--- config.mk ---
export PLATFORM = sky130hd
export DESIGN_NAME = run_ctrl
export DESIGN_NICKNAME = d
export VERILOG_FILES = /design/src/rtl/run_ctrl.sv
export SDC_FILE = /design/constraint.sdc
export NUM_CORES = 1
export LEC_CHECK = 0
export ABC_AREA = 1
export BUFFER_PORTS_ARGS = -buffer_cell sky130_fd_sc_hd__buf_2
export CORE_MARGIN = 1.5
export CORE_UTILIZATION = 55
export DETAILED_ROUTE_END_ITERATION = 10
export PLACE_DENSITY = 0.81
export SYNTH_ARGS = -nofsm -noshare
export SYNTH_HDL_FRONTEND = slang
export SYNTH_SLANG_ARGS = --single-unit
--- constraint.sdc ---
create_clock -name clk -period 1.8 [get_ports clk]
set_input_delay 0.18 -clock clk [delete_from_list [all_inputs] [get_ports clk]]
set_output_delay 0.18 -clock clk [all_outputs]
set_load 0.02 [all_outputs]
--- src/rtl/run_ctrl.sv ---
// Run/enable controller: sequences a datapath through clear, idle, run, burst,
// single-step and pause, driving its synchronous clear and clock enable.
module run_ctrl #(
    parameter int CNT_W      = 16,
    parameter int CLR_CYCLES = 2
) (
    input  logic             clk,
    input  logic             reset,
    input  logic             start,
    input  logic             stop,
    input  logic             step,
    input  logic             clear,
    input  logic             burst_mode,
    input  logic [CNT_W-1:0] burst_len,
    output logic             en,
    output logic             rst,
    output logic             busy,
    output logic             done,
    output logic [CNT_W-1:0] remaining,
    output logic [CNT_W-1:0] en_count
);

    localparam int CLR_W = (CLR_CYCLES > 1) ? $clog2(CLR_CYCLES) : 1;
    localparam logic [CLR_W-1:0] CLR_LAST = CLR_W'(CLR_CYCLES - 1);

    typedef enum logic [2:0] {
        S_CLR   = 3'd0,
        S_IDLE  = 3'd1,
        S_RUN   = 3'd2,
        S_BURST = 3'd3,
        S_STEP  = 3'd4,
        S_PAUSE = 3'd5
    } state_t;

    state_t           state, state_nxt;
    logic [CLR_W-1:0] clr_cnt, clr_cnt_nxt;
    logic [CNT_W-1:0] remaining_nxt, en_count_nxt;
    logic             done_nxt;
    logic             mode_burst, mode_burst_nxt;
    logic             ret_pause, ret_pause_nxt;   // STEP returns to PAUSE when set, else IDLE

    // Moore outputs, decoded from the state register only.
    assign rst  = (state == S_CLR);
    assign en   = (state == S_RUN) || (state == S_BURST) || (state == S_STEP);
    assign busy = en;

    always_ff @(posedge clk or posedge reset) begin
        if (reset) begin
            state      <= S_CLR;
            clr_cnt    <= '0;
            remaining  <= '0;
            en_count   <= '0;
            done       <= 1'b0;
            mode_burst <= 1'b0;
            ret_pause  <= 1'b0;
        end else begin
            state      <= state_nxt;
            clr_cnt    <= clr_cnt_nxt;
            remaining  <= remaining_nxt;
            en_count   <= en_count_nxt;
            done       <= done_nxt;
            mode_burst <= mode_burst_nxt;
            ret_pause  <= ret_pause_nxt;
        end
    end

    // Command priority: clear > stop > start > step.
    always_comb begin
        state_nxt      = state;
        clr_cnt_nxt    = clr_cnt;
        remaining_nxt  = remaining;
        en_count_nxt   = en ? en_count + CNT_W'(1) : en_count;
        done_nxt       = 1'b0;
        mode_burst_nxt = mode_burst;
        ret_pause_nxt  = ret_pause;

        if (clear) begin
            state_nxt     = S_CLR;
            clr_cnt_nxt   = '0;
            remaining_nxt = '0;
            en_count_nxt  = '0;
        end else begin
            case (state)
                S_CLR: begin
                    if (clr_cnt == CLR_LAST) state_nxt = S_IDLE;
                    else                     clr_cnt_nxt = clr_cnt + CLR_W'(1);
                end
                S_IDLE: begin
                    if (stop) begin
                        state_nxt = S_IDLE;
                    end else if (start) begin
                        mode_burst_nxt = burst_mode;
                        if (!burst_mode) begin
                            state_nxt = S_RUN;
                        end else if (burst_len != '0) begin
                            remaining_nxt = burst_len;
                            state_nxt     = S_BURST;
                        end else begin
                            done_nxt = 1'b1;
                        end
                    end else if (step) begin
                        ret_pause_nxt = 1'b0;
                        state_nxt     = S_STEP;
                    end
                end
                S_RUN: begin
                    if (stop) state_nxt = S_PAUSE;
                end
                S_BURST: begin
                    // The current cycle has en=1, so it is always counted off.
                    remaining_nxt = remaining - CNT_W'(1);
                    if (remaining == CNT_W'(1)) begin
                        state_nxt = S_PAUSE;
                        done_nxt  = 1'b1;
                    end else if (stop) begin
                        state_nxt = S_PAUSE;
                    end
                end
                S_STEP: begin
                    state_nxt = ret_pause ? S_PAUSE : S_IDLE;
                end
                S_PAUSE: begin
                    if (stop) begin
                        state_nxt = S_PAUSE;
                    end else if (start) begin
                        state_nxt = (mode_burst && remaining != '0) ? S_BURST : S_RUN;
                    end else if (step) begin
                        ret_pause_nxt = 1'b1;
                        state_nxt     = S_STEP;
                    end
                end
                default: state_nxt = S_CLR;
            endcase
        end
    end

endmodule
==> results of run 1 <==
[kinds of logic after synthesis]
group | count (synthesis)
multiplexers | 1
XOR/XNOR | 2
flip-flops | 39
buffers and inverters | 56
AND/OR/NAND/NOR | 257
AO/OA/AOI/OAI | 55
adder cells (fa/ha/maj) | 4
[layout by cell type, fill, tap and decap left out, types with 2 or more instances in the layout]
cell / instances
or2_2: 7
nand2_2: 2
buf_2: 58
nand3_2: 3
nor3_1: 6
clkinv_2: 2
ha_1: 4
nand3b_1: 3
a21oi_1: 18
dfrtp_1: 38
nor2_1: 63
inv_2: 4
o21ai_0: 29
o21ai_2: 5
clkbuf_8: 6
nor2_4: 4
nand4_1: 20
inv_1: 42
buf_4: 7
nand3_1: 27
nand2_1: 114
nand2_4: 4
nor2_2: 3
[area by class of cell]
type	count	area (µm²)	area share, %
Inverter	47	178	5.44
Sequential cell	39	977	29.9
Tap cell	67	83.8	2.57
Timing Repair Buffer	65	343	10.5
Multi-Input combinational cell	319	1570	48.0
Clock buffer	6	82.6	2.53
Clock inverter	2	35.0	1.07
[worst paths after layout]
kind	start	to	slack, ps
min in group clk	burst_mode	mode_burst	130
worst max-delay path	remaining[8]	state[2]	150
worst min register to register	ret_pause	ret_pause	510
max in group asynchronous	reset	state[2]	1450
worst min-delay path	reset	ret_pause	-10
worst max register to register	remaining[8]	state[2]	150
[metrics by stage]
| step | instance area, µm² | instances | hold slack (ps) |
|---|---|---|---|
| after floorplan | 2780 | 414 | 243 |
| after global placement | 3140 | 537 | 327 |
| after detailed placement | 3140 | 537 | 332 |
| after CTS | 3260 | 545 | 5.92 |
| after global routing | 3270 | 545 | 44.0 |
| final | 3270 | 545 | -12.8 |
[metal layers]
metal | wire length (µm) | track usage [%] | vias to the layer above
li1 | - | - | 1471
met1 | 3270 | 40.6 | 1373
met2 | 3290 | 45.1 | 141
met3 | 531 | 4.07 | 10
met4 | 82 | 7.61 | 0
met5 | 0 | 0 | -
[state kept, by name (all words and copies together), names as in the netlist]
signal,count
ret_pause,1
done,1
remaining,16
clr_cnt,1
state,3
en_count,16
mode_burst,1
[worst min-delay path, stage by stage]
cell,delay [ps]
buf_2,90
inv_1,40
buf_4,420
[power breakdown]
part	internal, mW	switching (mW)	leakage, nW	total, mW
Clock	0.449	0.326	0.0612	0.775
Combinational	0.184	0.361	1.12	0.545
Sequential	0.914	0.0430	0.536	0.957
[what timing repair did]
item,in CTS,in global routing
setup buffers,0,0
endpoints found under the setup margin,0,7
gates resized for setup,0,3
hold buffers,0,0
==> run_results.csv, run 1 <==
group,metric,value,unit
global_route,overflow,0,
finish,drive_gt1_share,22.8,%
clock_network,clockRootBuffer,"clkbuf_8",
worst_setup_path,worst_path_most_repeated_cell,"nor2_1",
yosys,syn_area_per_cell,6.71,µm²
yosys,synth_seq_cells,39,
global_route,antenna_found_initial,0,
worst_setup_path,r2r_cells,6,
yosys,synth_mux_area_share,0.406,%
sta,whs,-12.8,ps
clock_network,cts_max_level,2,
worst_setup_path,path_max_fanout,5,
yosys,synth-edff-count,0,
placement,port_buffers,58,
yosys,synth_top_family_by_area,"simple AND/OR/NAND/NOR gates",
clock_network,clock_latency,300,ps
sta,slew_headroom,65.8,%
yosys,synthXorXnorAreaFrac,0.631,%
yosys,syn-num-nets,441,
yosys,ys_async_sr_fraction,100,%
run_status,outcome,"complete, but fails checks",
placement,place_congestion,0.858,
clock_network,cts_buffer_depth,2,
die,die_y,74.1,µm
power_and_ir_drop,leakage,1.71,nW
global_route,grt_pass1_wl,12.1,mm
detailed_routing,antenna_left,0,
worst_setup_path,crit_arrival,1870,ps
sta,clock_skew,5.16,ps
finish,n_fill_cell,431,
detailed_routing,wl_per_cell,13.2,µm
power_and_ir_drop,power,2.28,mW
die,io_pins,59,
yosys,synth_common_cells,"nand2_1 (114), nor2_1 (65), inv_1 (42), dfrtp_1 (39), o21ai_0 (29)",
yosys,synth_top_area_cell,"dfrtp_1",
sta,period_needed,1650,ps
yosys,ys_warn_count,0,
yosys,ys_seq_area_share,35.2,%
die,core-area,4790,µm²
clock_network,cts_made_buffers,5,
worst_setup_path,cp_top_family,"simple AND/OR/NAND/NOR gates",
detailed_routing,via_per_inst,5.50,
worst_setup_path,crit_type,"register to register",
flow_run,cap_viol_max_count,0,
placement,hpwl,5.33,mm
detailed_routing,drt_iter0_markers,264,
yosys,synth_top_flop_cell,"dfrtp_1",
yosys,yosysMostFrequentCell,"nand2_1",
yosys,netlist.area_leader.share,35.2,%
run_status,violations,"negative hold slack",
die,initial_core_util,58.0,%
finish,utilization,68.3,%
power_and_ir_drop,vdd.ir_drop.worst,0.460,mV
sta,tns,0,ps
yosys,synthAdderAreaFrac,1.80,%
sta,grt_setup_unrepaired,"false",
yosys,synth_cell_types,31,
detailed_routing,dr.pass1.iters,5,
worst_setup_path,slowest_delay,440,ps
power_and_ir_drop,power_density,697,nW/µm²
die,die_w,74.1,µm
worst_setup_path,critPathBufInv,0,
clock_network,cts_tree,"yes",
worst_setup_path,slowest_stage,"dfrtp_1",
sta,hold_violations,19,
clock_network,cts.clk_slew.worst_paths,80,ps
finish,area_growth,17.7,%
worst_setup_path,cp_data_required_time,2020,ps
yosys,synthTopCellsByArea,"dfrtp_1 (35%), nand2_1 (15%), nor2_1 (8.8%), inv_1 (5.7%), o21ai_0 (5.2%)",
sta,setup_violations,0,
clock_network,cts_sinks,39,
worst_setup_path,cp.depth,6,
yosys,synth_area,2780,µm²
placement,dp_slack,147,ps
sta,slew_viol_final,0,
yosys,synth_simple_gate_area_share,42.7,%
worst_setup_path,endpoint_kind,"register",
global_route,grt_max_degree,40,
global_route,grt_pass1_vias,2679,
detailed_routing,routed_wl,7.18,mm
sta,fin_crit_sh,91.6,%
sta,setup_slack,152,ps
die,dieArea,5480,µm²
finish,antenna_cells,0,
global_route,track_usage,28.4,%
die,rows,25,
worst_hold_path,hp-class,"primary input to async pin",
worst_setup_path,path_cells,"nor2_1 > nand2_1 > nor2_1 > nand3b_1 > or2_2 > a21oi_1",
sta,tightest_slew,514,ps
detailed_routing,drt_drc_violations_left,0,
finish,fin_nets,504,
worst_setup_path,worstSetupStartpointType,"register",
detailed_routing,vias,2995,
yosys,synthCells,414,
yosys,synth_compound_area_share,10.8,%
sta,fmax,0.607,GHz
(Power assumes the default switching activity.)
==> inputs of run 2 (changes only) <==
- HOLD_SLACK_MARGIN: unset -> 0.15
==> run_results.csv, run 2 (synthesis results as in run 1) <==
group,metric,value,unit
run_status,outcome,"finished clean",
sta,grt_setup_unrepaired,"false",
global_route,antenna_found_initial,0,
power_and_ir_drop,power_density,694,nW/µm²
die,rows,25,
global_route,overflow,0,
detailed_routing,wl_per_cell,13.2,µm
detailed_routing,drt_iter0_markers,268,
worst_setup_path,rrSetupSlack,140,ps
sta,hold_violations,0,
sta,setup_violations,0,
clock_network,clock_latency,300,ps
sta,period_needed,1660,ps
worst_setup_path,r2r-end,"state[2]",
detailed_routing,vias,2958,
finish,n_fill_cell,428,
worst_setup_path,path_max_fanout,5,
die,die_w,74.1,µm
worst_hold_path,hp-class,"primary input to register",
clock_network,cts_tree,"yes",
finish,antenna_cells,0,
worst_setup_path,worstSetupStartpointType,"register",
clock_network,post_cts_buffers,0,
detailed_routing,via_per_inst,5.41,
power_and_ir_drop,swShare,32.1,%
worst_setup_path,crit_type,"register to register",
worst_setup_path,cp_data_required_time,2020,ps
finish,final_common_cell,"nand2_1",
sta,whs,177,ps
worst_hold_path,worstHoldStart,"clear",
finish,top_regs,"en_count: 16 flops, remaining: 16 flops, state: 3 flops",
finish,final_cell_mix,"nand2_1 (114), nor2_1 (63), buf_2 (58)",
worst_setup_path,endpoint_kind,"register",
finish,layout.cells.non_filler,547,
detailed_routing,drt_drc_violations_left,0,
global_route,track_usage,28.4,%
global_route,grt_pass1_wl,12.1,mm
power_and_ir_drop,combinationalPowerShare,24.0,%
worst_setup_path,r2r_cells,6,
detailed_routing,routed_wl,7.21,mm
global_route,grt_max_degree,40,
sta,slew_viol_final,0,
power_and_ir_drop,p_sw,0.732,mW
placement,placed_cells,537,
worst_setup_path,path_cells,"nor2_1 > nand2_1 > nor2_1 > nand3b_1 > or2_2 > a21oi_1",
placement,hpwl,5.33,mm
worst_hold_path,holdPathStages,2,
clock_network,cts.clk_slew.worst_paths,80,ps
clock_network,cts_sinks,39,
flow_run,cap_viol_max_count,0,
global_route,grt_pass1_vias,2685,
die,dieArea,5480,µm²
power_and_ir_drop,seqPwrFrac,42.0,%
worst_setup_path,r2r-start,"remaining[8]",
sta,slew_headroom,65.6,%
power_and_ir_drop,intPower,1.55,mW
detailed_routing,dr.pass1.iters,5,
die,core-area,4790,µm²
clock_network,cts_max_level,2,
clock_network,cts_buffer_depth,2,
sta,fin_crit_sh,92.4,%
power_and_ir_drop,vdd.ir_drop.worst,0.459,mV
finish,drive_gt1_share,22.7,%
power_and_ir_drop,pwr-share-clk,34.0,%
finish,fin_nets,506,
worst_hold_path,min_to,"state[2]",
worst_setup_path,crit_arrival,1890,ps
worst_setup_path,worst_path_most_repeated_cell,"nor2_1",
die,initial_core_util,58.0,%
sta,tightest_slew,516,ps
placement,place_congestion,0.858,
sta,clock_skew,6.06,ps
clock_network,clockRootBuffer,"clkbuf_8",
sta,fmax,0.601,GHz
placement,port_buffers,58,
power_and_ir_drop,leakage,1.72,nW
die,die_y,74.1,µm
sta,tns,0,ps
finish,area_growth,18.4,%
finish,regArea,977,µm²
worst_setup_path,startpoint,"remaining[8]",
detailed_routing,antenna_left,0,
clock_network,cts_made_buffers,5,
finish,multi_input_area,1570,µm²
die,io_pins,59,
worst_setup_path,slowest_delay,440,ps
worst_setup_path,slowest_stage,"dfrtp_1",
run 2: power groups by stage:
stage	Sequential [mW]	Combinational [mW]	Clock, mW
floorplan	0.981	0.378	0
global route	0.962	0.618	0.824
CTS	0.956	0.542	0.786
detailed placement	0.974	0.533	0
finish	0.957	0.548	0.776
global placement	0.971	0.523	0
run 2: layout make-up:
cell class	count	share of cell area (%)
Clock buffer	6	2.51
Clock inverter	2	1.07
Inverter	47	5.40
Multi-Input combinational cell	319	47.7
Sequential cell	39	29.7
Tap cell	67	2.55
Timing Repair Buffer	67	11.0
run 2: what timing repair did:
action,4_1_cts,5_1_grt
hold buffers,2,0
resized for setup,0,3
hold endpoints to repair,40,0
setup endpoints to repair,0,7
run 2: per-layer routing:
| layer | wire [µm] | up-vias | global-route usage [%] |
|---|---|---|---|
| li1 | - | 1474 | - |
| met3 | 383 | 9 | 4.07 |
| met4 | 70 | 0 | 7.61 |
| met5 | 0 | - | 0 |
| met1 | 3410 | 1378 | 40.6 |
| met2 | 3350 | 97 | 45.2 |
run 2: per-stage QoR:
step / power (mW) / worst slack, ps / util [%] / area [µm²]
after global routing: 2.40 / 8.84 / 68.7 / 3290
after global placement: 1.49 / 177 / 65.7 / 3140
after floorplan: 1.36 / 323 / - / 2780
after detailed placement: 1.51 / 147 / 65.7 / 3140
after CTS: 2.28 / 128 / 68.6 / 3280
final: 2.28 / 136 / 68.7 / 3290
run 2: how the worst max path moves through the flow:
| stage | to | depth (start not counted) |
|---|---|---|
| after floorplan | done | 6 |
| after global placement | remaining[9] | 7 |
| after detailed placement | en_count[13] | 7 |
| after CTS | remaining[11] | 7 |
| after global routing | en_count[13] | 8 |
| final | state[2] | 6 |
run 2: worst max-delay path: cells and delay by family, from the launching register on:
family	cells	cell delay, ps
and+or+nand+nor	5	1030
AOI/OAI and AO/OA	1	130
DFF	1	440
==> inputs of run 3 (changes only) <==
- CORE_UTILIZATION: 55 -> 57
- CTS_BUF_LIST: unset -> sky130_fd_sc_hd__clkbuf_2
- PLACE_DENSITY: 0.81 -> 0.84
==> run_results.csv, run 3 (synthesis results as in run 1) <==
group,metric,value,unit
power_and_ir_drop,leakage,1.77,nW
clock_network,clock_latency,420,ps
sta,setup_violations,0,
sta,period_needed,1690,ps
flow_run,cap_viol_max_count,0,
finish,fin_nets,523,
finish,final_area,3380,µm²
worst_setup_path,crit_type,"register to primary output",
global_route,antenna_found_initial,0,
sta,slew_headroom,65.5,%
clock_network,cts_made_buffers,5,
sta,fmax,0.593,GHz
die,io_pins,59,
power_and_ir_drop,power,2.08,mW
finish,antenna_cells,0,
placement,hpwl,5.18,mm
worst_setup_path,cp_data_required_time,1620,ps
finish,top_regs,"en_count: 16 flops, remaining: 16 flops, state: 3 flops",
power_and_ir_drop,power_density,616,nW/µm²
detailed_routing,drt_iter0_markers,271,
die,die_y,72.8,µm
detailed_routing,dr.pass1.iters,5,
worst_setup_path,slowest_delay,470,ps
detailed_routing,vias,3069,
finish,layout.cells.non_filler,551,
clock_network,cts_max_level,2,
die,initial_core_util,59.2,%
sta,fin_crit_sh,93.7,%
worst_hold_path,hp-class,"primary input to register",
worst_setup_path,endpoint_kind,"primary output",
worst_setup_path,worstSetupStartpointType,"register",
placement,port_buffers,58,
global_route,grt_pass1_vias,2787,
sta,tns,0,ps
worst_setup_path,path_cells,"inv_2 > nor2_1 > inv_1 > nand2_4 > buf_2",
clock_network,cts.clk_slew.worst_paths,200,ps
worst_setup_path,cp_top_family,"flip-flops",
die,rows,25,
clock_network,cts_tree,"yes",
run_status,outcome,"finished clean",
clock_network,cts_sinks,39,
sta,hold_violations,0,
detailed_routing,wl_per_cell,13.4,µm
placement,place_congestion,0.884,
detailed_routing,via_per_inst,5.57,
worst_setup_path,critPathBufInv,3,
finish,utilization,72.1,%
global_route,grt_pass1_wl,12.2,mm
die,dieArea,5300,µm²
sta,tightest_slew,518,ps
finish,final_common_cell,"nand2_1",
global_route,grt_max_degree,40,
finish,final_cell_mix,"nand2_1 (113), nor2_1 (63), buf_2 (58)",
detailed_routing,antenna_left,0,
sta,grt_setup_unrepaired,"false",
placement,placed_cells,525,
die,die_w,72.8,µm
clock_network,cts_buffer_depth,2,
global_route,overflow,0,
sta,clock_skew,35.0,ps
placement,dpl_cell_area,3140,µm²
detailed_routing,drt_drc_violations_left,0,
clock_network,clockRootBuffer,"clkbuf_2",
finish,n_fill_cell,389,
detailed_routing,routed_wl,7.36,mm
die,core-area,4690,µm²
global_route,track_usage,29.4,%
power_and_ir_drop,vdd.ir_drop.worst,0.556,mV
worst_setup_path,crit_arrival,1510,ps
finish,area_growth,21.9,%
finish,drive_gt1_share,22.7,%
worst_setup_path,slowest_stage,"dfrtp_1",
sta,slew_viol_final,0,
worst_setup_path,path_max_fanout,11,
run 3: cell types whose count changed in the layout (fill, tap and decap cells not counted), sizes merged:
| cell | before | now |
|---|---|---|
| clkbuf | 6 | 5 |
| dlygate4sd3 | 2 | 16 |
| clkinv | 2 | 3 |
| buf | 65 | 68 |
run 3: final timing paths:
check | startpoint | endpoint | slack (ps) | cells after the start
worst max-delay path | state[1] | busy | 110 | 5
worst min-delay path | step | ret_pause | 170 | 5
worst max register to register | state[0] | remaining[1] | 190 | 10
worst min register to register | clr_cnt | clr_cnt | 530 | 2
max in group asynchronous | reset | state[0] | 1020 | 4
min in group asynchronous | reset | en_count[0] | 380 | 4
run 3: per-layer routing:
metal | routed length [µm] | global-route usage (%) | vias up
li1 | - | - | 1503
met1 | 3150 | 39.4 | 1392
met2 | 3500 | 48.7 | 161
met3 | 604 | 4.97 | 13
met4 | 108 | 9.43 | 0
met5 | 0 | 0 | -
run 3: what timing repair did:
item / CTS / global route
hold endpoints to repair: 56 / 0
hold buffers: 17 / 0
resized for setup: 0 / 6
setup endpoints to repair: 0 / 8
buffers inserted: 0 / 2
run 3: where the power goes:
part	switching, mW	total, mW	leakage (nW)	internal, mW
Sequential	0.0412	0.958	0.535	0.917
Combinational	0.370	0.589	1.20	0.219
Clock	0.308	0.536	0.0404	0.228
Total	0.719	2.08	1.77	1.36
run 3: worst min-delay path, cell delays in order:
cell	delay [ps]
buf_2	100
inv_1	60
nor3_1	50
nand4_1	100
o21ai_1	70
run 3: through the flow:
stage	hold WS [ps]	setup WS, ps
after floorplan	243	323
after global placement	324	262
after detailed placement	332	198
after CTS	182	19.6
after global routing	198	1.36
final	173	114
run 3: final cells by class:
class | instances | area, µm² | area share (%)
inverter | 47 | 178 | 5.25
timing repair buffer | 84 | 526 | 15.5
clock inverter | 3 | 38.8 | 1.15
multi-input combinational | 319 | 1570 | 46.4
tap | 54 | 67.6 | 2.00
sequential | 39 | 978 | 28.9
clock buffer | 5 | 25.0 | 0.739
